### src/rtl/boot_copy_sequencer.sv
// Copies the boot-ROM image into SDRAM over the download port, reads it back to verify,
// re-copies a bounded number of times on mismatch, then requests a CPU launch.
module boot_copy_sequencer #(
    parameter logic [15:0] ROM_END   = 16'd275,
    parameter logic [15:0] EXEC_ADDR = 16'h0000,
    parameter int unsigned MAX_RETRY = 2
) (
    input  logic        clk_sys,
    input  logic        reset_n,
    input  logic        start,
    input  logic        sdram_clk_ref,
    input  logic        sdram_ready,
    output logic [15:0] rom_addr,
    input  logic [7:0]  rom_data,
    output logic        dn_go,
    output logic        dn_wr,
    output logic        dn_rd,
    output logic [15:0] dn_addr,
    output logic [7:0]  dn_data,
    input  logic [7:0]  dn_rdata,
    output logic        execute_enable,
    output logic [15:0] execute_addr,
    output logic        done,
    output logic        error,
    output logic [1:0]  retry_count
);

    typedef enum logic [2:0] {
        StIdle,
        StWSetup,
        StWStrobe,
        StVSetup,
        StVStrobe,
        StExec,
        StDone,
        StFail
    } state_e;

    localparam logic [1:0] MaxRetry = 2'(MAX_RETRY);

    state_e      state_q, state_d;
    logic [15:0] addr_q, addr_d;
    logic [7:0]  data_q, data_d;
    logic [1:0]  retry_q, retry_d;
    logic        go_q, go_d;
    logic        wr_q, wr_d;
    logic        rd_q, rd_d;
    logic        exec_q, exec_d;
    logic        done_q, done_d;
    logic        error_q, error_d;
    logic        mism_q, mism_d;
    logic        ref_last_q;

    logic tick;
    logic last_addr;
    logic mism_now;

    // A tick is the first qualifying cycle of each SDRAM reference pulse.
    assign tick      = sdram_ready & sdram_clk_ref & ~ref_last_q;
    assign last_addr = (addr_q == ROM_END);
    assign mism_now  = mism_q | (dn_rdata != rom_data);

    always_comb begin
        state_d = state_q;
        addr_d  = addr_q;
        data_d  = data_q;
        retry_d = retry_q;
        go_d    = go_q;
        wr_d    = wr_q;
        rd_d    = rd_q;
        exec_d  = exec_q;
        done_d  = done_q;
        error_d = error_q;
        mism_d  = mism_q;

        if (start) begin
            state_d = StWSetup;
            addr_d  = 16'd0;
            retry_d = 2'd0;
            mism_d  = 1'b0;
            go_d    = 1'b1;
            wr_d    = 1'b0;
            rd_d    = 1'b0;
            exec_d  = 1'b0;
            done_d  = 1'b0;
            error_d = 1'b0;
        end else if (tick) begin
            case (state_q)
                StWSetup: begin
                    data_d  = rom_data;
                    wr_d    = 1'b1;
                    state_d = StWStrobe;
                end
                StWStrobe: begin
                    wr_d = 1'b0;
                    if (last_addr) begin
                        addr_d  = 16'd0;
                        state_d = StVSetup;
                    end else begin
                        addr_d  = addr_q + 16'd1;
                        state_d = StWSetup;
                    end
                end
                StVSetup: begin
                    rd_d    = 1'b1;
                    state_d = StVStrobe;
                end
                StVStrobe: begin
                    rd_d   = 1'b0;
                    mism_d = mism_now;
                    if (!last_addr) begin
                        addr_d  = addr_q + 16'd1;
                        state_d = StVSetup;
                    end else if (!mism_now) begin
                        exec_d  = 1'b1;
                        state_d = StExec;
                    end else if (retry_q < MaxRetry) begin
                        retry_d = retry_q + 2'd1;
                        mism_d  = 1'b0;
                        addr_d  = 16'd0;
                        state_d = StWSetup;
                    end else begin
                        state_d = StFail;
                    end
                end
                StExec: begin
                    exec_d  = 1'b0;
                    go_d    = 1'b0;
                    done_d  = 1'b1;
                    state_d = StDone;
                end
                // Download stays asserted so the CPU remains held after a failed verify.
                StFail: begin
                    error_d = 1'b1;
                end
                default: begin
                    state_d = state_q;
                end
            endcase
        end
    end

    always_ff @(posedge clk_sys) begin
        if (!reset_n) begin
            state_q    <= StIdle;
            addr_q     <= 16'd0;
            data_q     <= 8'd0;
            retry_q    <= 2'd0;
            go_q       <= 1'b0;
            wr_q       <= 1'b0;
            rd_q       <= 1'b0;
            exec_q     <= 1'b0;
            done_q     <= 1'b0;
            error_q    <= 1'b0;
            mism_q     <= 1'b0;
            ref_last_q <= 1'b0;
        end else begin
            state_q    <= state_d;
            addr_q     <= addr_d;
            data_q     <= data_d;
            retry_q    <= retry_d;
            go_q       <= go_d;
            wr_q       <= wr_d;
            rd_q       <= rd_d;
            exec_q     <= exec_d;
            done_q     <= done_d;
            error_q    <= error_d;
            mism_q     <= mism_d;
            ref_last_q <= sdram_clk_ref;
        end
    end

    assign rom_addr       = addr_q;
    assign dn_addr        = addr_q;
    assign dn_data        = data_q;
    assign dn_go          = go_q;
    assign dn_wr          = wr_q;
    assign dn_rd          = rd_q;
    assign execute_enable = exec_q;
    assign execute_addr   = EXEC_ADDR;
    assign done           = done_q;
    assign error          = error_q;
    assign retry_count    = retry_q;

endmodule

### config.mk
export PLATFORM = sky130hd
export DESIGN_NAME = boot_copy_sequencer
export DESIGN_NICKNAME = d
export VERILOG_FILES = /design/src/rtl/boot_copy_sequencer.sv
export SDC_FILE = /design/constraint.sdc
export NUM_CORES = 1
export LEC_CHECK = 0
export BUFFER_PORTS_ARGS = -buffer_cell sky130_fd_sc_hd__buf_2
export CORE_UTILIZATION = 54
export DETAILED_ROUTE_END_ITERATION = 16
export GPL_ROUTABILITY_DRIVEN = 0
export PLACE_DENSITY = 0.95
export SYNTH_ARGS = -nofsm -noshare
export SYNTH_HDL_FRONTEND = slang
export SYNTH_SLANG_ARGS = --single-unit
### constraint.sdc
create_clock -name clk_sys -period 3.3 [get_ports clk_sys]
set_clock_uncertainty 0.05 [all_clocks]
set_input_delay 0.165 -clock clk_sys [delete_from_list [all_inputs] [get_ports clk_sys]]
set_output_delay 0.165 -clock clk_sys [all_outputs]
set_load 0.02 [all_outputs]
==> flow_metrics.py <==
metrics = {
    "sta": {
        "fin_crit_ns": 2.104,
        "fmax_mhz": 475.3,
        "worst_pin_slew_ns": 0.6994,
        "fin_tns_setup_ns": 0,
        "worst_slack_ns": 1.196,
        "fin_hold_ws_ns": 0.06567,
        "slew_viol_final": 0,
        "relSlewSlack": 0.5302,
        "grt_setup_unrepaired": "no",
        "setup-violations-final": 0,
        "finalHoldViolCount": 0,
        "finalCritPeriodShare": 0.6376,
    },
    "cts": {
        "clkTransAtPathRegs_ns": 0.07,
        "cts_made_buffers": 5,
        "cts-hold-fix-buffers": 0,
        "h-tree-depth": 2,
        "cts_resized": 0,
        "clockBufferDepth": 2,
        "clkLatencyLatePin_ns": 0.30,
        "post_cts_buffers": 0,
        "cts_tree": "built",
        "cts.sinks": 37,
        "root_buffer": "clkbuf_8",
    },
    "cells_and_area": {
        "final_nets": 344,
        "num_antenna_cells": 0,
        "instances_no_fill": 373,
        "fin_area_um2": 2614,
        "fin_util": 0.6351,
        "final_layout_size_suffix_gt1_frac": 0.2786,
        "final_cell_mix": "buf_2, dfxtp_1, nand2_1",
        "area_delta_synth_final_pct": 9.429,
        "fillers": 351,
        "final_common_cell": "buf_2",
    },
    "min_path": {
        "whs_endpoint": "ref_last_q",
        "worstHoldStart": "sdram_clk_ref",
        "hold_depth": 2,
        "hp-class": "input pin to register",
    },
    "drt": {
        "wirelength_um": 5176,
        "via_per_inst": 5.590,
        "postRouteAntennaNets": 0,
        "drtIter0Drc": 111,
        "wl_per_cell_um": 13.88,
        "drtPass1Iterations": 4,
        "vias": 2085,
        "drc": 0,
    },
    "critical_path": {
        "arrival_ns": 2.23,
        "critPathCaptureType": "register",
        "worstPathRequired_ns": 3.43,
        "start_kind": "register",
        "crit_type": "register to register",
        "r2r_cells": 7,
        "timing.rr.start": "dn_addr[0]",
        "regToRegSetupSlack_ns": 1.20,
        "worstPathMaxFanout": 26,
        "rr_endpoint": "dn_addr[13]",
    },
    "power_and_ir_drop": {
        "ir_worst_vdd_mv": 0.2215,
        "p_leak_nw": 1.159,
        "netSwitchingFraction": 0.2649,
        "switchingPower_uw": 226.8,
        "seq_power_share": 0.533,
        "p_int_uw": 629.2,
        "pwr-share-clk": 0.357,
        "power_uw": 856.0,
        "power.share.combinational": 0.110,
        "powerDensity_nw_per_um2": 327.5,
    },
    "global_route": {
        "gr-total-overflow": 0,
        "grt_pass1_wl_um": 8162,
        "grt_max_degree": 27,
        "grt_usage": 0.2348,
        "grt_pass1_vias": 1794,
        "grt_antenna_before_repair": 0,
    },
    "placement": {
        "dp_hpwl_um": 3841,
        "portBuffers": 68,
        "placed_area_um2": 2531,
        "dp_cells": 365,
        "pre_cts_ws_ns": 1.236,
    },
    "synthesis": {
        "synth_top_area_cell": "dfxtp_1",
        "syn-instance-count": 274,
        "ys_seq_elements": 37,
        "yosysWarningCount": 0,
        "synth_top_area_frac": 0.3101,
        "syn_area_um2": 2389,
        "synth_seq_area_share": 0.3101,
        "synth_edf_count": 0,
        "synthDistinctLibCells": 57,
        "avgSynthCellArea_um2": 8.717,
        "async_flop_share": 0,
        "synth_area_leaders": "dfxtp_1, buf_4, mux2i_1, nand2_1, a21oi_1",
        "synth_flop_cell": "dfxtp_1",
    },
    "floorplanning": {
        "rows": 23,
        "core_area_um2": 4115,
        "ios": 85,
        "dieArea_um2": 4693,
        "die_h_um": 68.51,
        "initial_utilization": 0.5804,
        "die_x_um": 68.51,
    },
    "run_status": {
        "outcome": "finished, final reports clean",
    },
    "flow_run": {
        "drv_cap": 0,
    },
}
## power by group through the flow
stage	sequential, mW	clock (mW)	combinational (mW)
after floorplan	0.467	0	0.0849
after global placement	0.466	0	0.0908
after detailed placement	0.466	0	0.0940
after global routing	0.457	0.329	0.105
final	0.456	0.306	0.0943
after CTS	0.456	0.314	0.0942
## state kept, by name, indices dropped and copies added (netlist names)
signal and cells:
retry_count 2, mism_q 1, dn_go 1, state_q 3, error 1, dn_addr 16
dn_data 8, done 1, ref_last_q 1, execute_enable 1, dn_wr 1, dn_rd 1
## how the worst max path moves through the flow
stage | start | to | slack (ns)
final | dn_addr[0] | dn_addr[13] | 1.20
after global routing | dn_addr[0] | dn_addr[13] | 0.99
after CTS | state_q[2] | dn_addr[5] | 1.21
after detailed placement | dn_addr[0] | dn_addr[11] | 1.24
after global placement | dn_addr[0] | dn_addr[13] | 1.29
after floorplan | dn_addr[0] | dn_addr[14] | 1.30
## final cells by class
| cell class | instances | area (um^2) | area share |
|---|---|---|---|
| multi-input combinational | 205 | 1365 | 0.5223 |
| clock inverter | 2 | 10.01 | 0.003830 |
| clock buffer | 6 | 72.57 | 0.02776 |
| tap | 50 | 62.56 | 0.02393 |
| inverter | 4 | 15.01 | 0.005744 |
| timing repair buffer | 69 | 347.8 | 0.1331 |
| sequential | 37 | 740.7 | 0.2834 |
## worst max-delay path, stage by stage, from the launching register on
cell and delay [ns]:
dfxtp_1 0.42, ha_1 0.29, nor4b_1 0.24, and4_1 0.31, nand3_2 0.12, o2bb2ai_4 0.28, or2b_1 0.21, mux2i_1 0.06
## cell families (layout without fill, tap and decap cells)
logic type | after synthesis | after routing | share of synthesized area
DFF | 37 | 37 | 0.3101
and+or+nand+nor | 111 | 111 | 0.2813
buffers and inverters | 47 | 81 | 0.1419
xor gates and xnor gates | 8 | 8 | 0.02934
other | 1 | 16 | 0.001570
AOI/OAI and AO/OA | 48 | 48 | 0.1425
adders and majority gates | 1 | 1 | 0.005238
muxes | 21 | 21 | 0.08800
## synthesized netlist by cell type (2+ instances only)
cell type and instances:
nand2b_1 9, mux2i_1 21, and2_1 3, o21a_1 2
o211ai_1 6, o31ai_1 2, or2b_1 6, nor4_1 2
nor2_1 15, o2111ai_1 4, nor3_1 8, nor2b_1 11
dfxtp_1 37, nand2_1 26, nand4_2 2, nand3_1 4
a21oi_1 18, buf_4 34, nand4_1 2, xor2_1 7
a211oi_1 4, and3_1 2, inv_1 4, o21ai_1 3
o21ai_0 2, buf_6 3, clkbuf_1 3, and4_1 3
nor4b_1 3
## layer usage
| layer | wire length [um] | vias to the layer above | track usage |
|---|---|---|---|
| met3 | 323 | 14 | 0.05592 |
| li1 | - | 1008 | - |
| met5 | 0 | - | 0 |
| met1 | 2197 | 963 | 0.2813 |
| met2 | 2536 | 100 | 0.3873 |
| met4 | 119 | 0 | 0.1224 |
No activity file was read; power rests on OpenSTA's default activity.
